===== config.mk =====
export PLATFORM = sky130hd
export DESIGN_NAME = matrix_scanner
export DESIGN_NICKNAME = d
export VERILOG_FILES = /design/src/rtl/matrix_scanner.sv
export SDC_FILE = /design/constraint.sdc
export NUM_CORES = 1
export LEC_CHECK = 0
export CAP_MARGIN = 40
export CELL_PAD_IN_SITES_DETAIL_PLACEMENT = 1
export CELL_PAD_IN_SITES_GLOBAL_PLACEMENT = 2
export CORE_MARGIN = 5
export CORE_UTILIZATION = 43
export DETAILED_ROUTE_END_ITERATION = 12
export PLACE_DENSITY = 0.83
export SETUP_SLACK_MARGIN = 0.5
export SLEW_MARGIN = 0
export SYNTH_ARGS = -nofsm -noshare
export SYNTH_HDL_FRONTEND = slang
export SYNTH_SLANG_ARGS = --single-unit

===== constraint.sdc =====
create_clock -name CLK -period 24.6 [get_ports CLK]
set_input_delay 4.92 -clock CLK [delete_from_list [all_inputs] [get_ports CLK]]
set_output_delay 4.92 -clock CLK [all_outputs]
set_load 0.01 [all_outputs]

===== src/rtl/matrix_scanner.sv =====
// matrix_scanner: scans an 8x8 key/switch matrix one row at a time.
// Each row is driven low for SETTLE_CYCLES before its columns are sampled.
// A full 64-bit raw frame is debounced over DEBOUNCE_SCANS identical scans
// before it is published on FRAME, using the LED matrix driver bit layout.
// Optional feature macro: MATRIX_SCANNER_GHOST_EN. When it is defined, scans
// showing a ghosting rectangle are flagged on GHOST and never reach FRAME.
module matrix_scanner #(
    parameter int SETTLE_CYCLES  = 16,
    parameter int DEBOUNCE_SCANS = 3
) (
    input  logic        CLK,
    input  logic        RESET,
    input  logic        OE,
    output logic [7:0]  ROW,
    input  logic [7:0]  COLUMN,
    output logic [63:0] FRAME,
    output logic        SCAN_DONE,
    output logic        CHANGED,
    output logic        GHOST
);

    localparam logic [15:0] SETTLE_LAST = 16'(SETTLE_CYCLES - 1);
    localparam logic [3:0]  DEBOUNCE_N  = 4'(DEBOUNCE_SCANS);

    typedef enum logic [1:0] {
        IDLE,
        DRIVE,
        DONE
    } state_t;

    state_t      state;
    state_t      state_next;
    logic [2:0]  row_idx;
    logic [15:0] settle_cnt;
    logic [7:0]  col_meta;
    logic [7:0]  col_sync;
    logic [63:0] raw;
    logic [63:0] last_raw;
    logic [3:0]  match_cnt;
    logic [3:0]  match_next;
    logic        row_last;
    logic        ghost_now;
    logic        frame_update;

    // A frame ghosts when two rows share two or more pressed columns.
    function automatic logic ghost_check(input logic [63:0] f);
        logic [7:0] both;
        logic       g;
        g = 1'b0;
        for (int i = 0; i < 7; i++) begin
            for (int j = i + 1; j < 8; j++) begin
                both = f[i*8 +: 8] & f[j*8 +: 8];
                if ((both & (both - 8'd1)) != 8'd0) begin
                    g = 1'b1;
                end
            end
        end
        return g;
    endfunction

    assign row_last = (settle_cnt == SETTLE_LAST);

    // State register for the scan sequencer.
    always_ff @(posedge CLK or posedge RESET) begin
        if (RESET) begin
            state <= IDLE;
        end else begin
            state <= state_next;
        end
    end

    // Next-state and row drive; rows are only driven while in DRIVE.
    always_comb begin
        state_next = state;
        ROW        = 8'hFF;
        case (state)
            IDLE: begin
                if (OE) begin
                    state_next = DRIVE;
                end
            end
            DRIVE: begin
                ROW = ~(8'd1 << row_idx);
                if (!OE) begin
                    state_next = IDLE;
                end else if (row_last && (row_idx == 3'd7)) begin
                    state_next = DONE;
                end
            end
            DONE: begin
                state_next = OE ? DRIVE : IDLE;
            end
            default: begin
                state_next = IDLE;
            end
        endcase
    end

    // Saturating count of consecutive identical scans, plus publish decision.
    always_comb begin
        match_next = 4'd1;
        if (raw == last_raw) begin
            match_next = (match_cnt >= DEBOUNCE_N) ? DEBOUNCE_N : match_cnt + 4'd1;
        end
`ifdef MATRIX_SCANNER_GHOST_EN
        ghost_now = ghost_check(raw);
`else
        ghost_now = 1'b0;
`endif
        frame_update = (match_next == DEBOUNCE_N) && (raw != FRAME) && !ghost_now;
    end

    // Column synchronizer, row sampling and the once-per-scan debounce update.
    always_ff @(posedge CLK or posedge RESET) begin
        if (RESET) begin
            col_meta   <= 8'hFF;
            col_sync   <= 8'hFF;
            row_idx    <= 3'd0;
            settle_cnt <= 16'd0;
            raw        <= 64'd0;
            last_raw   <= 64'd0;
            match_cnt  <= 4'd0;
            FRAME      <= 64'd0;
            SCAN_DONE  <= 1'b0;
            CHANGED    <= 1'b0;
        end else begin
            col_meta  <= COLUMN;
            col_sync  <= col_meta;
            SCAN_DONE <= 1'b0;
            CHANGED   <= 1'b0;
            case (state)
                IDLE: begin
                    row_idx    <= 3'd0;
                    settle_cnt <= 16'd0;
                    raw        <= 64'd0;
                    match_cnt  <= 4'd0;
                end
                DRIVE: begin
                    if (!OE) begin
                        row_idx    <= 3'd0;
                        settle_cnt <= 16'd0;
                        raw        <= 64'd0;
                        match_cnt  <= 4'd0;
                    end else if (row_last) begin
                        raw[{row_idx, 3'b000} +: 8] <= ~col_sync;
                        settle_cnt <= 16'd0;
                        if (row_idx != 3'd7) begin
                            row_idx <= row_idx + 3'd1;
                        end
                    end else begin
                        settle_cnt <= settle_cnt + 16'd1;
                    end
                end
                DONE: begin
                    row_idx    <= 3'd0;
                    settle_cnt <= 16'd0;
                    match_cnt  <= match_next;
                    last_raw   <= raw;
                    SCAN_DONE  <= 1'b1;
                    if (frame_update) begin
                        FRAME   <= raw;
                        CHANGED <= 1'b1;
                    end
                end
                default: begin
                    row_idx    <= 3'd0;
                    settle_cnt <= 16'd0;
                end
            endcase
        end
    end

`ifdef MATRIX_SCANNER_GHOST_EN
    // Ghost flag for the most recently completed scan.
    always_ff @(posedge CLK or posedge RESET) begin
        if (RESET) begin
            GHOST <= 1'b0;
        end else if (state == DONE) begin
            GHOST <= ghost_now;
        end
    end
`else
    assign GHOST = 1'b0;
`endif

endmodule


==> results of run 1 <==
## how the worst max path moves through the flow
stage	end	slack (ns)	cells past startpoint
3_3_place_gp	FRAME[29]	16.75	4
2_1_floorplan	CHANGED	13.26	1
4_1_cts	ROW[0]	17.32	5
5_1_grt	ROW[0]	17.23	5
6_report	ROW[0]	17.36	5
3_5_place_dp	FRAME[29]	17.10	5
## cell type report
class / count / area [um^2] / area share
Clock inverter: 10 / 144 / 0.0113
Timing Repair Buffer: 94 / 956 / 0.0752
Sequential cell: 235 / 5900 / 0.464
Tap cell: 324 / 405 / 0.0319
Multi-Input combinational cell: 559 / 4460 / 0.350
Clock buffer: 39 / 791 / 0.0622
Inverter: 16 / 67.6 / 0.00531
## cells by family (layout without fill, tap and decap cells)
| group | after synthesis | count (layout) |
|---|---|---|
| multiplexers | 129 | 129 |
| flip-flops | 235 | 235 |
| AND/OR/NAND/NOR | 195 | 195 |
| XOR/XNOR | 143 | 143 |
| buffers and inverters | 37 | 159 |
| AO/OA/AOI/OAI | 79 | 79 |
| adder cells (fa/ha/maj) | 12 | 12 |
| other | 1 | 1 |
## layer usage
layer / global-route usage / wire, um / up-vias / share of wire
li1: - / - / 3071 / -
met1: 0.276 / 12300 / 3539 / 0.44
met2: 0.341 / 13800 / 138 / 0.49
met3: 0.0308 / 1390 / 50 / 0.049
met4: 0.0541 / 723 / 0 / 0.026
met5: 0 / 0 / - / 0
## report_power, final
group          total [mW]  switching, mW  internal [mW]
clock network       0.420          0.165          0.255
registers           0.393        0.00379          0.389
logic              0.0176         0.0138        0.00381
## flip-flops by register name, indices dropped and copies added (netlist names), 3 cells and up
register / flops
FRAME: 64
last_raw: 64
col_sync: 8
settle_cnt: 16
match_cnt: 4
col_meta: 8
row_idx: 3
raw: 64
## synthesized netlist by cell type (all sizes together) (2+ instances only)
library cell,number,area share
dfrtp,219,0.52
mux2,128,0.15
nand2,78,0.028
xor2,72,0.060
xnor2,71,0.059
o21ai,53,0.025
nor2,29,0.010
nor4,26,0.016
nand4,24,0.014
dfstp,16,0.040
inv,16,0.0057
clkbuf,12,0.0043
ha,12,0.014
nand3,12,0.0057
buf,9,0.0077
o22ai,8,0.0048
o31ai,8,0.0057
and2,6,0.0036
nor2b,6,0.0036
and3,5,0.0030
a21o,4,0.0029
nor3,3,0.0014
nand2b,2,0.0012
## metrics by stage
stage	total power, mW	instances
2_1_floorplan	0.408	831
4_1_cts	0.840	1277
6_report	0.831	1277
3_5_place_dp	0.418	1228
3_3_place_gp	0.417	1223
5_1_grt	0.861	1277
## worst max-delay path: stages (launching register included)
cell                              delay [ns]
sky130_fd_sc_hd__dfrtp_1                0.49
sky130_fd_sc_hd__inv_1                  0.16
sky130_fd_sc_hd__ha_1                   0.25
sky130_fd_sc_hd__ha_1                   0.25
sky130_fd_sc_hd__nand2_1                0.09
sky130_fd_sc_hd__clkdlybuf4s50_1        0.53
==> impl_results.html, run 1 <==
<table>
<tr><th>Metric</th><th>Value</th></tr>
<tr><th colspan="2">Final layout</th></tr>
<tr><td>Fraction of layout cells with a size suffix above 1</td><td>0.212</td></tr>
<tr><td>Nets@finish</td><td>956</td></tr>
<tr><td>Commonest non-fill, non-tap cells in the layout</td><td>219 x sky130_fd_sc_hd__dfrtp_1, 84 x sky130_fd_sc_hd__clkdlybuf4s50_1, 79 x sky130_fd_sc_hd__mux2_2</td></tr>
<tr><td>Most common cell after layout, fill and taps aside</td><td>sky130_fd_sc_hd__dfrtp_1</td></tr>
<tr><td>Post-layout utilization of the core</td><td>0.525</td></tr>
<tr><td>Fill cell total of the finished layout</td><td>2446</td></tr>
<tr><td>Synth-to-layout area growth</td><td>20.7%</td></tr>
<tr><td>Antenna cells</td><td>0</td></tr>
<tr><td>Final Cell Area</td><td>12700 um^2</td></tr>
<tr><th colspan="2">Yosys</th></tr>
<tr><td>Dominant combinational cell family by area after synthesis</td><td>multiplexers</td></tr>
<tr><td>FFs w/ async S/R, synth</td><td>1.00</td></tr>
<tr><td>Synth Instances</td><td>831</td></tr>
<tr><td>Per-instance average area after synthesis</td><td>12.7 um^2</td></tr>
<tr><td>Portion of netlist area occupied by mux cells</td><td>0.155</td></tr>
<tr><td>Number of warnings printed during yosys synthesis</td><td>0</td></tr>
<tr><td>Synthesis-stage register bit count</td><td>235</td></tr>
<tr><td>Number of distinct library cell variants in the gate-level netlist after synthesis</td><td>40</td></tr>
<tr><td>EDFF count, synth</td><td>0</td></tr>
<tr><td>Synthesized area</td><td>10500 um^2</td></tr>
<tr><td>Synth Area in Compound Gates</td><td>0.0432</td></tr>
<tr><td>Synth Area in Simple Gates</td><td>0.0903</td></tr>
<tr><td>Proportion of synthesized chip area in sequential cells</td><td>0.560</td></tr>
<tr><td>Post-synthesis adder-cell area fraction</td><td>0.0143</td></tr>
<tr><td>Nets in the synthesized netlist</td><td>854</td></tr>
<tr><td>Area share of xor/xnor cells in the synthesized design</td><td>0.119</td></tr>
<tr><td>Commonest register cell after synthesis</td><td>sky130_fd_sc_hd__dfrtp_1</td></tr>
<tr><th colspan="2">Worst setup path</th></tr>
<tr><td>Register-to-Register Path Depth</td><td>7</td></tr>
<tr><td>Setup Crit Path Kind</td><td>flip-flop to primary output</td></tr>
<tr><td>Reg-to-reg critical path startpoint</td><td>raw[1]</td></tr>
<tr><td>Critical Path End Type</td><td>primary output</td></tr>
<tr><td>Launching element type of the critical path</td><td>flip-flop</td></tr>
<tr><td>Endpoint of the lowest-slack register-to-register path</td><td>FRAME[51]</td></tr>
<tr><td>WP data arrival</td><td>2.32 ns</td></tr>
<tr><td>Register-to-register setup slack</td><td>21.19 ns</td></tr>
<tr><td>Required @ worst endpoint</td><td>19.68 ns</td></tr>
<tr><td>Worst Path Max Fanout</td><td>8</td></tr>
<tr><td>Timing startpoint of the critical path</td><td>row_idx[0]</td></tr>
<tr><th colspan="2">Run</th></tr>
<tr><td>Number of max-cap violations</td><td>0</td></tr>
<tr><th colspan="2">GRT</th></tr>
<tr><td>Largest net degree at the start of global routing</td><td>95</td></tr>
<tr><td>Antenna violations before repair</td><td>0</td></tr>
<tr><td>GRT Resource Usage Total</td><td>0.202</td></tr>
<tr><td>Via count of the first global-routing pass</td><td>7363</td></tr>
<tr><td>Overflow left after global routing</td><td>0</td></tr>
<tr><td>Global-route wire length before repair</td><td>44.2 mm</td></tr>
<tr><th colspan="2">Power</th></tr>
<tr><td>Worst vdd ir</td><td>0.0000434 V</td></tr>
<tr><td>Pleak</td><td>6.24 nW</td></tr>
<tr><td>PD cells</td><td>65.3 nW/um^2</td></tr>
<tr><th colspan="2">Route</th></tr>
<tr><td>Antenna Violating Nets Remaining</td><td>0</td></tr>
<tr><td>Wire length reported by the detailed router</td><td>28.2 mm</td></tr>
<tr><td>DRC violation count after routing</td><td>0</td></tr>
<tr><td>First-pass iteration count of the detailed router</td><td>4</td></tr>
<tr><td>Avg Vias per Cell</td><td>5.32</td></tr>
<tr><td>Drt initial violations</td><td>282</td></tr>
<tr><td>Overall via count from detail_route</td><td>6798</td></tr>
<tr><td>Average wire per standard cell</td><td>22.1 um</td></tr>
<tr><th colspan="2">Place</th></tr>
<tr><td>IO Port Bufs</td><td>84</td></tr>
<tr><td>Total placed instance area</td><td>11800 um^2</td></tr>
<tr><td>Final HPWL from detailed placement</td><td>18.9 mm</td></tr>
<tr><td>Setup Slack @ Placement</td><td>17.10 ns</td></tr>
<tr><td>Routability congestion estimate</td><td>0.792</td></tr>
<tr><th colspan="2">Worst hold path</th></tr>
<tr><td>Worst hold path class</td><td>flip-flop to flip-flop</td></tr>
<tr><td>Capture endpoint of the worst hold path</td><td>col_sync[4]</td></tr>
<tr><td>Hold Path Stages</td><td>0</td></tr>
<tr><td>Hold Startpoint</td><td>col_meta[4]</td></tr>
<tr><th colspan="2">Clock network</th></tr>
<tr><td>Cell at the root of the clock tree</td><td>sky130_fd_sc_hd__clkbuf_16</td></tr>
<tr><td>Sinks on the clock net</td><td>235</td></tr>
<tr><td>CTS clock-pin slew for the worst setup and hold paths</td><td>0.06 ns</td></tr>
<tr><td>TritonCTS clock tree</td><td>yes</td></tr>
<tr><td>CTS Buf Count</td><td>27</td></tr>
<tr><td>Hold Buf Count CTS</td><td>0</td></tr>
<tr><td>Count of instances resized after the clock tree is built</td><td>0</td></tr>
<tr><td>CTS HTree Levels</td><td>1</td></tr>
<tr><td>Post-CTS Setup Bufs</td><td>0</td></tr>
<tr><td>Clock latency of the later-clocked register in the worst-skew pair</td><td>0.55 ns</td></tr>
<tr><td>CTS max path bufs</td><td>3</td></tr>
<tr><th colspan="2">Die</th></tr>
<tr><td>Die footprint</td><td>27700 um^2</td></tr>
<tr><td>Effective utilization at floorplan</td><td>0.434</td></tr>
<tr><td>Core area</td><td>24200 um^2</td></tr>
<tr><td>Die width</td><td>167 um</td></tr>
<tr><td>Die Ht</td><td>167 um</td></tr>
<tr><td>IO Count</td><td>86</td></tr>
<tr><td>Number of rows in the core area</td><td>57</td></tr>
<tr><th colspan="2">STA</th></tr>
<tr><td>Worst-Margin Slew</td><td>0.858 ns</td></tr>
<tr><td>Achievable frequency</td><td>138 MHz</td></tr>
<tr><td>Clock skew</td><td>0.0140 ns</td></tr>
<tr><td>Sum Neg Setup Slack</td><td>0 ns</td></tr>
<tr><td>Final hold violation count</td><td>0</td></tr>
<tr><td>Number of failing setup endpoints in the final timing report</td><td>0</td></tr>
<tr><td>Final critical-path setup slack</td><td>17.36 ns</td></tr>
<tr><td>Worst slew margin relative to its limit</td><td>0.428</td></tr>
<tr><td>Slew Limit Fails</td><td>0</td></tr>
<tr><td>Share of the clock period used by the worst path</td><td>0.294</td></tr>
<tr><td>Final critical-path required period</td><td>7.24 ns</td></tr>
<tr><td>Unrepaired setup endpoints after global routing</td><td>no</td></tr>
<tr><td>Final hold slack</td><td>0.355 ns</td></tr>
<tr><th colspan="2">Outcome</th></tr>
<tr><td>Outcome</td><td>complete, no violations</td></tr>
</table>
Note: power is estimated with default switching activity, not from simulation.
==> inputs of run 2 (changes only) <==
CORE_UTILIZATION = 40   (was 43)
PLACE_DENSITY = 0.78   (was 0.83)
clock period = 6.9 ns   (was 24.6 ns; I/O delays follow)
==> impl_results.html, run 2 (synthesis gave the netlist of run 1 again) <==
<table>
<tr><th>Metric</th><th>Value</th></tr>
<tr><th colspan="2">Outcome</th></tr>
<tr><td>Outcome</td><td>complete, no violations (unchanged)</td></tr>
<tr><th colspan="2">Power</th></tr>
<tr><td>Switching portion of total power</td><td>0.216 (was 0.220)</td></tr>
<tr><td>PD cells</td><td>221 nW/um^2 (was 65.3 nW/um^2)</td></tr>
<tr><td>Worst vdd ir</td><td>0.000128 V (was 0.0000434 V)</td></tr>
<tr><td>Flop pwr share</td><td>0.503 (was 0.473)</td></tr>
<tr><td>Post-layout total power</td><td>2.79 mW (was 0.831 mW)</td></tr>
<tr><td>Switching power</td><td>0.601 mW (was 0.183 mW)</td></tr>
<tr><td>Logic pwr share</td><td>0.022 (was 0.021)</td></tr>
<tr><td>Cell Int Power</td><td>2.19 mW (was 0.648 mW)</td></tr>
<tr><td>Clk network pwr share</td><td>0.475 (was 0.506)</td></tr>
<tr><td>Pleak</td><td>6.17 nW (was 6.24 nW)</td></tr>
<tr><th colspan="2">Final layout</th></tr>
<tr><td>Antenna cells</td><td>0 (unchanged)</td></tr>
<tr><td>Synth-to-layout area growth</td><td>19.6% (was 20.7%)</td></tr>
<tr><td>Fill cell total of the finished layout</td><td>2686 (was 2446)</td></tr>
<tr><td>Most common cell after layout, fill and taps aside</td><td>sky130_fd_sc_hd__dfrtp_1 (unchanged)</td></tr>
<tr><td>Commonest non-fill, non-tap cells in the layout</td><td>219 x sky130_fd_sc_hd__dfrtp_1, 84 x sky130_fd_sc_hd__clkdlybuf4s50_1, 79 x sky130_fd_sc_hd__mux2_2 (unchanged)</td></tr>
<tr><td>Nets@finish</td><td>954 (was 956)</td></tr>
<tr><td>Registers with the most flip-flops</td><td>FRAME: 64 flops, last_raw: 64 flops, raw: 64 flops (unchanged)</td></tr>
<tr><td>Fraction of layout cells with a size suffix above 1</td><td>0.204 (was 0.212)</td></tr>
<tr><th colspan="2">Route</th></tr>
<tr><td>Average wire per standard cell</td><td>21.2 um (was 22.1 um)</td></tr>
<tr><td>Highest routing layer actually used</td><td>met4 (unchanged)</td></tr>
<tr><td>DRC violation count after routing</td><td>0 (unchanged)</td></tr>
<tr><td>Antenna Violating Nets Remaining</td><td>0 (unchanged)</td></tr>
<tr><td>Total met3 wirelength after detailed routing</td><td>1.04 mm (was 1.39 mm)</td></tr>
<tr><td>First-pass iteration count of the detailed router</td><td>4 (unchanged)</td></tr>
<tr><td>Avg Vias per Cell</td><td>5.19 (was 5.32)</td></tr>
<tr><td>Overall via count from detail_route</td><td>6645 (was 6798)</td></tr>
<tr><td>Routed length on met1</td><td>12.6 mm (was 12.3 mm)</td></tr>
<tr><td>Drt initial violations</td><td>383 (was 282)</td></tr>
<tr><td>Wire length reported by the detailed router</td><td>27.2 mm (was 28.2 mm)</td></tr>
<tr><td>Routed length on met2</td><td>12.8 mm (was 13.8 mm)</td></tr>
<tr><th colspan="2">GRT</th></tr>
<tr><td>Antenna violations before repair</td><td>0 (unchanged)</td></tr>
<tr><td>Overflow left after global routing</td><td>0 (unchanged)</td></tr>
<tr><td>Via count of the first global-routing pass</td><td>7014 (was 7363)</td></tr>
<tr><td>Global-route wire length before repair</td><td>42.3 mm (was 44.2 mm)</td></tr>
<tr><td>GRT Resource Usage Total</td><td>0.186 (was 0.202)</td></tr>
<tr><td>Largest net degree at the start of global routing</td><td>165 (was 95)</td></tr>
<tr><th colspan="2">Worst setup path</th></tr>
<tr><td>Worst path cell trace</td><td>inv_1, ha_1, ha_1, nand2_1, clkdlybuf4s50_1 (unchanged)</td></tr>
<tr><td>Reg-to-reg critical path startpoint</td><td>raw[1] (unchanged)</td></tr>
<tr><td>Setup Crit Path Kind</td><td>flip-flop to primary output (unchanged)</td></tr>
<tr><td>WP data arrival</td><td>2.33 ns (was 2.32 ns)</td></tr>
<tr><td>Required @ worst endpoint</td><td>5.52 ns (was 19.68 ns)</td></tr>
<tr><td>WP buf/inv</td><td>2 (unchanged)</td></tr>
<tr><td>Register-to-register setup slack</td><td>3.36 ns (was 21.19 ns)</td></tr>
<tr><td>Register-to-Register Path Depth</td><td>7 (unchanged)</td></tr>
<tr><td>Timing startpoint of the critical path</td><td>row_idx[0] (unchanged)</td></tr>
<tr><td>Endpoint of the lowest-slack register-to-register path</td><td>FRAME[59] (was FRAME[51])</td></tr>
<tr><td>Slowest-stage cell, CP</td><td>sky130_fd_sc_hd__clkdlybuf4s50_1 (unchanged)</td></tr>
<tr><td>CP peak stage delay</td><td>0.54 ns (was 0.53 ns)</td></tr>
<tr><td>Launching element type of the critical path</td><td>flip-flop (unchanged)</td></tr>
<tr><td>Worst Path Max Fanout</td><td>8 (unchanged)</td></tr>
<tr><td>Most numerous cell on the critical path</td><td>sky130_fd_sc_hd__ha_1 (unchanged)</td></tr>
<tr><td>Stages on worst setup path</td><td>5 (unchanged)</td></tr>
<tr><td>Cell family with the largest share of critical-path delay</td><td>buffers and inverters (unchanged)</td></tr>
<tr><td>Critical Path End Type</td><td>primary output (unchanged)</td></tr>
<tr><th colspan="2">STA</th></tr>
<tr><td>Unrepaired setup endpoints after global routing</td><td>no (unchanged)</td></tr>
<tr><td>Share of the clock period used by the worst path</td><td>0.537</td></tr>
<tr><td>Sum Neg Setup Slack</td><td>0 ns (unchanged)</td></tr>
<tr><td>Slew Limit Fails</td><td>0 (unchanged)</td></tr>
<tr><td>Worst-Margin Slew</td><td>0.993 ns (was 0.858 ns)</td></tr>
<tr><td>Final critical-path required period</td><td>3.71 ns</td></tr>
<tr><td>Worst slew margin relative to its limit</td><td>0.338 (was 0.428)</td></tr>
<tr><td>Achievable frequency</td><td>270 MHz</td></tr>
<tr><td>Number of failing setup endpoints in the final timing report</td><td>0 (unchanged)</td></tr>
<tr><td>Clock skew</td><td>0.00652 ns (was 0.0140 ns)</td></tr>
<tr><td>Final hold violation count</td><td>0 (unchanged)</td></tr>
<tr><th colspan="2">Die</th></tr>
<tr><td>Number of rows in the core area</td><td>59 (was 57)</td></tr>
<tr><td>Core area</td><td>26000 um^2 (was 24200 um^2)</td></tr>
<tr><td>Die footprint</td><td>29700 um^2 (was 27700 um^2)</td></tr>
<tr><td>Die width</td><td>172 um (was 167 um)</td></tr>
<tr><td>Effective utilization at floorplan</td><td>0.405 (was 0.434)</td></tr>
<tr><td>Die Ht</td><td>172 um (was 167 um)</td></tr>
<tr><td>IO Count</td><td>86 (unchanged)</td></tr>
<tr><th colspan="2">Clock network</th></tr>
<tr><td>CTS clock-pin slew for the worst setup and hold paths</td><td>0.05 ns (was 0.06 ns)</td></tr>
<tr><td>Clock latency of the later-clocked register in the worst-skew pair</td><td>0.52 ns (was 0.55 ns)</td></tr>
<tr><td>CTS max path bufs</td><td>3 (unchanged)</td></tr>
<tr><td>CTS HTree Levels</td><td>1 (unchanged)</td></tr>
<tr><td>TritonCTS clock tree</td><td>yes (unchanged)</td></tr>
<tr><td>Post-CTS Setup Bufs</td><td>0 (unchanged)</td></tr>
<tr><td>CTS Buf Count</td><td>27 (unchanged)</td></tr>
<tr><td>Count of instances resized after the clock tree is built</td><td>0 (unchanged)</td></tr>
<tr><td>Hold Buf Count CTS</td><td>0 (unchanged)</td></tr>
<tr><td>Cell at the root of the clock tree</td><td>sky130_fd_sc_hd__clkbuf_16 (unchanged)</td></tr>
<tr><td>Sinks on the clock net</td><td>235 (unchanged)</td></tr>
<tr><th colspan="2">Worst hold path</th></tr>
<tr><td>Hold Path Stages</td><td>0 (unchanged)</td></tr>
<tr><td>Capture endpoint of the worst hold path</td><td>col_sync[6] (was col_sync[4])</td></tr>
<tr><td>Worst hold path class</td><td>flip-flop to flip-flop (unchanged)</td></tr>
<tr><td>Hold Startpoint</td><td>col_meta[6] (was col_meta[4])</td></tr>
<tr><th colspan="2">Place</th></tr>
<tr><td>Final HPWL from detailed placement</td><td>18.8 mm (was 18.9 mm)</td></tr>
<tr><td>IO Port Bufs</td><td>84 (unchanged)</td></tr>
<tr><td>Routability congestion estimate</td><td>0.788 (was 0.792)</td></tr>
<tr><th colspan="2">Run</th></tr>
<tr><td>Number of max-cap violations</td><td>0 (unchanged)</td></tr>
</table>
run 2: final cells by class:
| class | count | area, um^2 | area share |
|---|---|---|---|
| clock buffers | 40 | 795 | 0.0630 |
| clock inverters | 3 | 15.0 | 0.00119 |
| inverters | 16 | 63.8 | 0.00506 |
| multi-input cells | 559 | 4460 | 0.354 |
| flip-flops and latches | 235 | 5900 | 0.468 |
| well taps | 335 | 419 | 0.0333 |
| repair buffers | 92 | 953 | 0.0757 |
run 2: worst max-delay path by stage:
stage	to
floorplan	CHANGED
global placement	raw[35]
detailed placement	raw[15]
CTS	ROW[0]
global route	ROW[0]
finish	ROW[0]
run 2: power groups by stage:
stage / clock, mW / combinational [mW] / sequential (mW)
final: 1.32 / 0.0605 / 1.40
after global routing: 1.42 / 0.0691 / 1.40
after CTS: 1.36 / 0.0634 / 1.40
after detailed placement: 0 / 0.0630 / 1.43
after global placement: 0 / 0.0600 / 1.43
after floorplan: 0 / 0.0365 / 1.42
run 2: metrics by stage:
stage	setup WS (ns)	cell area [um^2]	std cells	utilization	hold WS [ns]
3_5_place_dp	3.39	11800	1237	0.454	0.347
5_1_grt	3.01	12600	1280	0.485	0.356
4_1_cts	3.15	12600	1280	0.485	0.355
6_report	3.19	12600	1280	0.485	0.354
2_1_floorplan	2.46	10500	831	-	0.345
3_3_place_gp	3.41	11700	1234	0.451	0.346
run 2: routing by layer:
metal | track usage | vias to the layer above
li1 | - | 3074
met1 | 0.263 | 3406
met2 | 0.303 | 124
met3 | 0.0263 | 41
met4 | 0.0502 | 0
met5 | 0 | -
run 2: worst register-to-register path: cells and delay by family (launching register included):
family	cells	cell delay (ns)
xor+xnor	1	0.52
buf+inv	1	0.63
flops	1	0.43
mux	1	0.49
simple gates	4	1.37
==> inputs of run 3 (changes only) <==
CORE_UTILIZATION = 36   (was 40)
PLACE_DENSITY = 0.74   (was 0.78)
clock period = 3.1 ns   (was 6.9 ns; I/O delays follow)
==> impl_results.html, run 3 (synthesis gave the netlist of run 1 again) <==
<table>
<tr><th>Metric</th><th>Value</th></tr>
<tr><th colspan="2">Outcome</th></tr>
<tr><td>Outcome</td><td>complete, no violations (unchanged)</td></tr>
<tr><th colspan="2">Die</th></tr>
<tr><td>Core area</td><td>28800 um^2 (was 26000 um^2)</td></tr>
<tr><td>Die width</td><td>181 um (was 172 um)</td></tr>
<tr><td>Number of rows in the core area</td><td>62 (was 59)</td></tr>
<tr><td>IO Count</td><td>86 (unchanged)</td></tr>
<tr><td>Effective utilization at floorplan</td><td>0.366 (was 0.405)</td></tr>
<tr><td>Die footprint</td><td>32800 um^2 (was 29700 um^2)</td></tr>
<tr><td>Die Ht</td><td>181 um (was 172 um)</td></tr>
<tr><th colspan="2">Route</th></tr>
<tr><td>Avg Vias per Cell</td><td>4.98 (was 5.19)</td></tr>
<tr><td>Drt initial violations</td><td>353 (was 383)</td></tr>
<tr><td>First-pass iteration count of the detailed router</td><td>4 (unchanged)</td></tr>
<tr><td>Wire length reported by the detailed router</td><td>30.6 mm (was 27.2 mm)</td></tr>
<tr><td>Average wire per standard cell</td><td>22.0 um (was 21.2 um)</td></tr>
<tr><td>DRC violation count after routing</td><td>0 (unchanged)</td></tr>
<tr><td>Antenna Violating Nets Remaining</td><td>0 (unchanged)</td></tr>
<tr><td>Overall via count from detail_route</td><td>6931 (was 6645)</td></tr>
<tr><th colspan="2">STA</th></tr>
<tr><td>Final critical-path required period</td><td>2.73 ns</td></tr>
<tr><td>Unrepaired setup endpoints after global routing</td><td>yes (was no)</td></tr>
<tr><td>Worst-Margin Slew</td><td>0.744 ns (was 0.993 ns)</td></tr>
<tr><td>Clock skew</td><td>0.00949 ns (was 0.00652 ns)</td></tr>
<tr><td>Number of failing setup endpoints in the final timing report</td><td>0 (unchanged)</td></tr>
<tr><td>Share of the clock period used by the worst path</td><td>0.880</td></tr>
<tr><td>Achievable frequency</td><td>367 MHz</td></tr>
<tr><td>Slew Limit Fails</td><td>0 (unchanged)</td></tr>
<tr><td>Final hold violation count</td><td>0 (unchanged)</td></tr>
<tr><td>Final critical-path setup slack</td><td>0.372 ns (was 3.19 ns)</td></tr>
<tr><td>Worst slew margin relative to its limit</td><td>0.504 (was 0.338)</td></tr>
<tr><th colspan="2">Place</th></tr>
<tr><td>Final HPWL from detailed placement</td><td>20.2 mm (was 18.8 mm)</td></tr>
<tr><td>Setup Slack @ Placement</td><td>0.280 ns (was 3.39 ns)</td></tr>
<tr><td>Routability congestion estimate</td><td>0.760 (was 0.788)</td></tr>
<tr><td>IO Port Bufs</td><td>84 (unchanged)</td></tr>
<tr><th colspan="2">GRT</th></tr>
<tr><td>Overflow left after global routing</td><td>0 (unchanged)</td></tr>
<tr><td>Via count of the first global-routing pass</td><td>7490 (was 7014)</td></tr>
<tr><td>GRT Resource Usage Total</td><td>0.184 (was 0.186)</td></tr>
<tr><td>Global-route wire length before repair</td><td>47.1 mm (was 42.3 mm)</td></tr>
<tr><td>Antenna violations before repair</td><td>0 (unchanged)</td></tr>
<tr><td>Largest net degree at the start of global routing</td><td>105 (was 165)</td></tr>
<tr><th colspan="2">Power</th></tr>
<tr><td>Worst vdd ir</td><td>0.000417 V (was 0.000128 V)</td></tr>
<tr><td>Pleak</td><td>6.62 nW (was 6.17 nW)</td></tr>
<tr><td>PD cells</td><td>479 nW/um^2 (was 221 nW/um^2)</td></tr>
<tr><th colspan="2">Final layout</th></tr>
<tr><td>Fraction of layout cells with a size suffix above 1</td><td>0.287 (was 0.204)</td></tr>
<tr><td>Most common cell after layout, fill and taps aside</td><td>sky130_fd_sc_hd__dfrtp_1 (unchanged)</td></tr>
<tr><td>Registers with the most flip-flops</td><td>FRAME: 64 flops, last_raw: 64 flops, raw: 64 flops (unchanged)</td></tr>
<tr><td>Synth-to-layout area growth</td><td>29.3% (was 19.6%)</td></tr>
<tr><td>Commonest non-fill, non-tap cells in the layout</td><td>203 x sky130_fd_sc_hd__dfrtp_1, 79 x sky130_fd_sc_hd__mux2_2, 77 x sky130_fd_sc_hd__clkdlybuf4s50_1 (was 219 x sky130_fd_sc_hd__dfrtp_1, 84 x sky130_fd_sc_hd__clkdlybuf4s50_1, 79 x sky130_fd_sc_hd__mux2_2)</td></tr>
<tr><td>Nets@finish</td><td>1012 (was 954)</td></tr>
<tr><td>Post-layout utilization of the core</td><td>0.473 (was 0.485)</td></tr>
<tr><td>Fill cell total of the finished layout</td><td>2944 (was 2686)</td></tr>
<tr><td>Antenna cells</td><td>0 (unchanged)</td></tr>
<tr><th colspan="2">Clock network</th></tr>
<tr><td>CTS Buf Count</td><td>27 (unchanged)</td></tr>
<tr><td>CTS HTree Levels</td><td>1 (unchanged)</td></tr>
<tr><td>TritonCTS clock tree</td><td>yes (unchanged)</td></tr>
<tr><td>Hold Buf Count CTS</td><td>0 (unchanged)</td></tr>
<tr><td>Clock latency of the later-clocked register in the worst-skew pair</td><td>0.53 ns (was 0.52 ns)</td></tr>
<tr><td>CTS max path bufs</td><td>3 (unchanged)</td></tr>
<tr><td>CTS clock-pin slew for the worst setup and hold paths</td><td>0.06 ns (was 0.05 ns)</td></tr>
<tr><td>Sinks on the clock net</td><td>235 (unchanged)</td></tr>
<tr><td>Cell at the root of the clock tree</td><td>sky130_fd_sc_hd__clkbuf_16 (unchanged)</td></tr>
<tr><th colspan="2">Worst setup path</th></tr>
<tr><td>Setup Crit Path Kind</td><td>flip-flop to flip-flop (was flip-flop to primary output)</td></tr>
<tr><td>Register-to-register setup slack</td><td>0.37 ns (was 3.36 ns)</td></tr>
<tr><td>Slowest-stage cell, CP</td><td>sky130_fd_sc_hd__dfrtp_2 (was sky130_fd_sc_hd__clkdlybuf4s50_1)</td></tr>
<tr><td>Worst Path Max Fanout</td><td>6 (was 8)</td></tr>
<tr><td>Launching element type of the critical path</td><td>flip-flop (unchanged)</td></tr>
<tr><td>Most numerous cell on the critical path</td><td>sky130_fd_sc_hd__nand4_1 (was sky130_fd_sc_hd__ha_1)</td></tr>
<tr><td>CP peak stage delay</td><td>0.42 ns (was 0.54 ns)</td></tr>
<tr><td>Register-to-Register Path Depth</td><td>12 (was 7)</td></tr>
<tr><td>Required @ worst endpoint</td><td>3.51 ns (was 5.52 ns)</td></tr>
<tr><td>WP data arrival</td><td>3.14 ns (was 2.33 ns)</td></tr>
<tr><td>Worst path cell trace</td><td>buf_4, xnor2_2, buf_6, nand4_1, nor4_2, nand4_1, nand4_1, buf_6, buf_12, buf_12, clkbuf_16, mux2_2 (was inv_1, ha_1, ha_1, nand2_1, clkdlybuf4s50_1)</td></tr>
<tr><td>Critical Path End Type</td><td>flip-flop (was primary output)</td></tr>
<tr><th colspan="2">Worst hold path</th></tr>
<tr><td>Worst hold path class</td><td>flip-flop to flip-flop (unchanged)</td></tr>
<tr><td>Hold Path Stages</td><td>0 (unchanged)</td></tr>
<tr><th colspan="2">Run</th></tr>
<tr><td>Number of max-cap violations</td><td>0 (unchanged)</td></tr>
</table>
run 3: changes by cell type in the layout (fill, tap and decap cells not counted), sizes merged, moves of 2 or more:
cell and change:
bufinv +4, dlygate4sd2 +5, dlymetal6s2s +2, clkinv +4
buf +55, clkdlybuf4s50 -7
run 3: cell type report:
class                      instances  area [um^2]  area share
timing repair buffer             150         1660       0.122
multi-input combinational        559         4610       0.338
clock buffer                      36          729      0.0536
clock inverter                    12          163      0.0119
inverter                          16         63.8     0.00468
tap                              384          480      0.0353
sequential                       235         5920       0.435
run 3: layer usage:
layer | GRT usage | part of all wire | up-vias
met4 | 0.0432 | 0.026 | 0
met1 | 0.258 | 0.46 | 3578
li1 | - | - | 3178
met3 | 0.0312 | 0.046 | 44
met5 | 0 | 0 | -
met2 | 0.301 | 0.47 | 131
run 3: through the flow:
step / TNS (ns) / total power [mW] / instances / instance area (um^2) / hold slack [ns]
6_report: 0 / 6.52 / 1392 / 13600 / 0.355
5_1_grt: 0 / 6.75 / 1392 / 13600 / 0.358
4_1_cts: 0 / 6.60 / 1380 / 13300 / 0.356
3_5_place_dp: 0 / 3.34 / 1310 / 12100 / 0.347
3_3_place_gp: 0 / 3.33 / 1310 / 12100 / 0.346
2_1_floorplan: -128.08 / 3.24 / 831 / 10500 / 0.345
run 3: final timing paths:
path,start,end
setup / recovery,raw[29],FRAME[53]
hold / removal,col_meta[0],col_sync[0]
setup reg to reg,raw[29],FRAME[53]
hold reg to reg,col_meta[0],col_sync[0]
max in group asynchronous,RESET,state[0]
min in group asynchronous,RESET,FRAME[2]
run 3: timing repair:
| action | in CTS | in global routing |
|---|---|---|
| endpoints found under the hold margin | 0 | 0 |
| gates cloned | 3 | 3 |
| setup endpoints to repair | 77 | 89 |
| resized for setup | 31 | 27 |
| setup buffers | 19 | 9 |
| pin swaps | 8 | 15 |
run 3: critical path, delay by kind of cell (launching register included):
family,cells,cell delay (ns)
xor gates and xnor gates,1,0.17
DFF,1,0.42
and+or+nand+nor,4,0.83
buffers and inverters,6,0.84
muxes,1,0.33
run 3: where the power goes:
part           internal (mW)  switching (mW)
sequential              3.09          0.0291
combinational         0.0388           0.119
clock                   1.98            1.27
